[src/rtl/piso_shift_tx.sv]
// Parallel-in, serial-out transmitter: takes a WIDTH-bit word over valid/ready
// and shifts it onto sout one bit per clock, back-to-back frames without gaps.
module piso_shift_tx #(
  parameter int unsigned WIDTH     = 8,
  parameter bit          MSB_FIRST = 1'b1
) (
  input  logic             clk,
  input  logic             rst_n,
  input  logic             din_valid,
  input  logic [WIDTH-1:0] din,
  output logic             din_ready,
  output logic             sout,
  output logic             sout_valid,
  output logic             frame_start,
  output logic             frame_last
);

  localparam int unsigned CNT_W = $clog2(WIDTH);
  localparam logic [CNT_W-1:0] LAST_IDX = CNT_W'(WIDTH - 1);

  typedef enum logic {
    IDLE  = 1'b0,
    SHIFT = 1'b1
  } state_t;

  state_t           state, state_d;
  logic [CNT_W-1:0] bit_cnt, bit_cnt_d;
  logic [WIDTH-1:0] shift_reg, shift_reg_d;
  logic             sout_d, sout_valid_d, frame_start_d, frame_last_d;
  logic             last_bit;
  logic             accept;

  // Ready in idle or while the last bit of the current frame is on the line
  assign last_bit  = (state == SHIFT) && (bit_cnt == LAST_IDX);
  assign din_ready = rst_n & ((state == IDLE) | last_bit);
  assign accept    = din_valid & din_ready;

  // Next-state, next-shift and next-output logic
  always_comb begin
    state_d       = state;
    bit_cnt_d     = bit_cnt;
    shift_reg_d   = shift_reg;
    sout_d        = 1'b0;
    sout_valid_d  = 1'b0;
    frame_start_d = 1'b0;
    frame_last_d  = 1'b0;

    if (accept) begin
      // New word: its first bit goes out on the very next cycle
      state_d       = SHIFT;
      bit_cnt_d     = '0;
      shift_reg_d   = din;
      sout_d        = MSB_FIRST ? din[WIDTH-1] : din[0];
      sout_valid_d  = 1'b1;
      frame_start_d = 1'b1;
    end else if (state == SHIFT) begin
      if (!last_bit) begin
        bit_cnt_d    = bit_cnt + CNT_W'(1);
        sout_valid_d = 1'b1;
        frame_last_d = (bit_cnt_d == LAST_IDX);
        if (MSB_FIRST) begin
          shift_reg_d = {shift_reg[WIDTH-2:0], 1'b0};
          sout_d      = shift_reg[WIDTH-2];
        end else begin
          shift_reg_d = {1'b0, shift_reg[WIDTH-1:1]};
          sout_d      = shift_reg[1];
        end
      end else begin
        // Frame done with nothing queued behind it
        state_d   = IDLE;
        bit_cnt_d = '0;
      end
    end
  end

  // State and registered outputs, synchronous active-low reset
  always_ff @(posedge clk) begin
    if (!rst_n) begin
      state       <= IDLE;
      bit_cnt     <= '0;
      shift_reg   <= '0;
      sout        <= 1'b0;
      sout_valid  <= 1'b0;
      frame_start <= 1'b0;
      frame_last  <= 1'b0;
    end else begin
      state       <= state_d;
      bit_cnt     <= bit_cnt_d;
      shift_reg   <= shift_reg_d;
      sout        <= sout_d;
      sout_valid  <= sout_valid_d;
      frame_start <= frame_start_d;
      frame_last  <= frame_last_d;
    end
  end

endmodule

[config.mk]
export PLATFORM = sky130hd
export DESIGN_NAME = piso_shift_tx
export DESIGN_NICKNAME = d
export VERILOG_FILES = /design/src/rtl/piso_shift_tx.sv
export SDC_FILE = /design/constraint.sdc
export NUM_CORES = 1
export LEC_CHECK = 0
export ABC_AREA = 1
export BUFFER_PORTS_ARGS = -buffer_cell sky130_fd_sc_hd__buf_2
export CAP_MARGIN = 0
export CORE_MARGIN = 2
export CORE_UTILIZATION = 25
export DETAILED_ROUTE_END_ITERATION = 7
export REMOVE_ABC_BUFFERS = 1
export SLEW_MARGIN = 25
export SYNTH_ARGS = -nofsm -noshare
export SYNTH_HDL_FRONTEND = slang
export SYNTH_SLANG_ARGS = --single-unit
[constraint.sdc]
create_clock -name clk -period 1.7 [get_ports clk]
set_input_delay 0.34 -clock clk [delete_from_list [all_inputs] [get_ports clk]]
set_output_delay 0.34 -clock clk [all_outputs]
set_load 0.05 [all_outputs]
==> results.toml <==
[run_status]
run_status = "completed"

[global_route]
globalRouteOverflowTotal = 0
initial_antenna_violation_count = 0
wire_length_of_the_first_global_routing_pass_mm = 2.50
number_of_global_route_vias_before_repair = 617
grt.total_usage = 0.100
grt_start_max_net_pins = 12

[cells_and_area]
finish.instance_area_um2 = 880
final-instance-count-excl-fill = 142
final_layout_size_suffix_gt1_frac = 0.321
multi_input_area_um2 = 355
largest_reg_flops = 7
seq_cell_area_um2 = 285
diodes = 0
num-fill-cells = 287
layout-area-overhead-vs-synth_pct = 28.8
nNetsFinal = 127

[worst_hold_path]
timing.hold.worst.class = "primary input to register"

[timing]
setup-violations-final = 0
finalCritPeriodShare = 0.955
final-hold-violation-count = 0
finClkSkew_ps = 3.09
tightestPinTransition_ps = 249
final_max_slew_viol_count = 0
fin_ws_ps = 75.7
post-route-min-period_ps = 1620
rsz0062_at_grt = "true"
totalNegativeSetupSlack_ps = 0
timing.slew.headroom = 0.835
clock.fmax_mhz = 616

[placement]
routability_congestion_estimate = 0.761
post_place_worst_slack_ps = 177
placedCellCount = 137
io_buffers = 15
placed_cell_area_um2 = 787
hpwlAfterDp_mm = 1.04

[power_and_ir_drop]
p_per_area_nw_per_um2 = 809
power_leakage_uw = 0.000389
peakVddDrop_uv = 650
total_power_uw = 711

[drt]
drt-total-wl_mm = 1.40
route.vias.total = 602
final_antenna_net_count = 0
drt_drc_violations_left = 0
wire_per_inst_um = 9.86
vias_per_cell = 4.24
drtPass1Iterations = 4
initialDrtViolationCount = 7

[clock_tree]
clk-insertion-delay-late_ps = 280
cts_buffers = 3
cts-root-buf = "sky130_fd_sc_hd__clkbuf_4"
cts_sinks = 14
h_tree_level_count = 1
max-clock-path-buffers = 2
cts_hold_buffers = 0
tritoncts = "done"
path_clk_slew_ps = 80

[die]
pin_count = 16
chipWidth_um = 56.3
core_um2 = 2520
std_cell_rows = 18
die_height_um = 56.3
floorplan.die_area_um2 = 3170
start_util = 0.271

[worst_setup_path]
cp.required_ps = 1360
timing.rr.end = "shift_reg[3]"
ff2ff_setup_slack_ps = 320
r2r.worst_path.cells = 9
critPathMaxFanout = 2
cp.arrival_ps = 1280
worstReg2RegStart = "bit_cnt[0]"
startpoint = "bit_cnt[1]"
worstSetupEndpoint = "din_ready"
critPathKind = "register to output port"
end_kind = "output port"
worst_setup_path_start_kind = "register"

[yosys]
yosys_warnings = 0
ff_latch_count_synth = 14
mappedNetlistArea_um2 = 683
netlist-cell-type-count = 18
synth_seq_area_share = 0.410
post_synth_inst_count = 93
synth.avg_cell_area_um2 = 7.35

[run]
drv.max_cap_violation_count = 0
cell families after synthesis:
group | count (synthesis) | synth area share
flops | 14 | 0.410
buf+inv | 17 | 0.117
compound gates | 7 | 0.0733
simple gates | 52 | 0.344
fa+ha+maj | 3 | 0.0550
worst min-delay path by stage:
stage	start	slack [ps]	end	depth (start not counted)
3_5_place_dp	shift_reg[6]	460	sout	2
5_1_grt	din[7]	310	sout	3
4_1_cts	din[7]	290	sout	3
2_1_floorplan	shift_reg[6]	450	sout	2
6_report	din[7]	300	sout	3
3_3_place_gp	shift_reg[6]	450	sout	2
through the flow:
stage               hold slack [ps]   util
finish                          303  0.349
global route                    309  0.349
CTS                             292  0.348
detailed placement              457  0.312
global placement                452  0.312
floorplan                       445      -
synth_stat cells (all sizes together):
cell    number  area share
nand3        2       0.033
buf          4       0.046
or2          1      0.0092
nor2        20        0.11
dfxtp       14        0.41
ha           3       0.055
nand2       23        0.14
o21ai        1       0.024
clkinv       1      0.0055
nand4        6       0.055
inv         12       0.066
a21oi        6       0.049
final cells by class:
class	instances	share of cell area
clock buffers	4	0.0413
repair buffers	19	0.127
well taps	30	0.0427
inverters	13	0.0612
flip-flops and latches	14	0.324
multi-input cells	62	0.404
metal layers:
| metal | global-route usage | share of wire | up-vias |
|---|---|---|---|
| li1 | - | - | 329 |
| met1 | 0.107 | 0.44 | 262 |
| met2 | 0.185 | 0.51 | 11 |
| met3 | 0.0461 | 0.042 | 0 |
| met4 | 0.0102 | 0 | 0 |
| met5 | 0 | 0 | - |
placed cells by master, fill, tap and decap left out, types with 2 or more instances in the layout:
cell                       netlist  final
sky130_fd_sc_hd__nand2_1        22     22
sky130_fd_sc_hd__buf_2           1     14
sky130_fd_sc_hd__buf_4           2      4
sky130_fd_sc_hd__nand4_1         6      6
sky130_fd_sc_hd__clkbuf_4        0      3
sky130_fd_sc_hd__a21oi_1         5      5
sky130_fd_sc_hd__inv_1          10      9
sky130_fd_sc_hd__dfxtp_1        14     12
sky130_fd_sc_hd__nor2_1         20     19
sky130_fd_sc_hd__ha_4            0      2
sky130_fd_sc_hd__inv_2           2      3
worst max-delay path: stages (launching register included):
cell	delay (ps)
sky130_fd_sc_hd__dfxtp_2	370
sky130_fd_sc_hd__ha_4	140
sky130_fd_sc_hd__ha_4	120
sky130_fd_sc_hd__inv_2	40
sky130_fd_sc_hd__nand2_4	60
sky130_fd_sc_hd__clkinv_4	50
sky130_fd_sc_hd__nor2_4	70
sky130_fd_sc_hd__buf_6	160
where the power goes:
part           total, uW  switching, uW  internal [uW]
combinational        120           77.1           43.1
clock                240            110            130
sequential           351           9.63            342
timing repair:
action,CTS,global route
cloned,0,0
resized for setup,13,1
buffers inserted,1,0
setup endpoints to repair,1,1
pin swaps,1,2
Note: power is estimated with default switching activity, not from simulation.
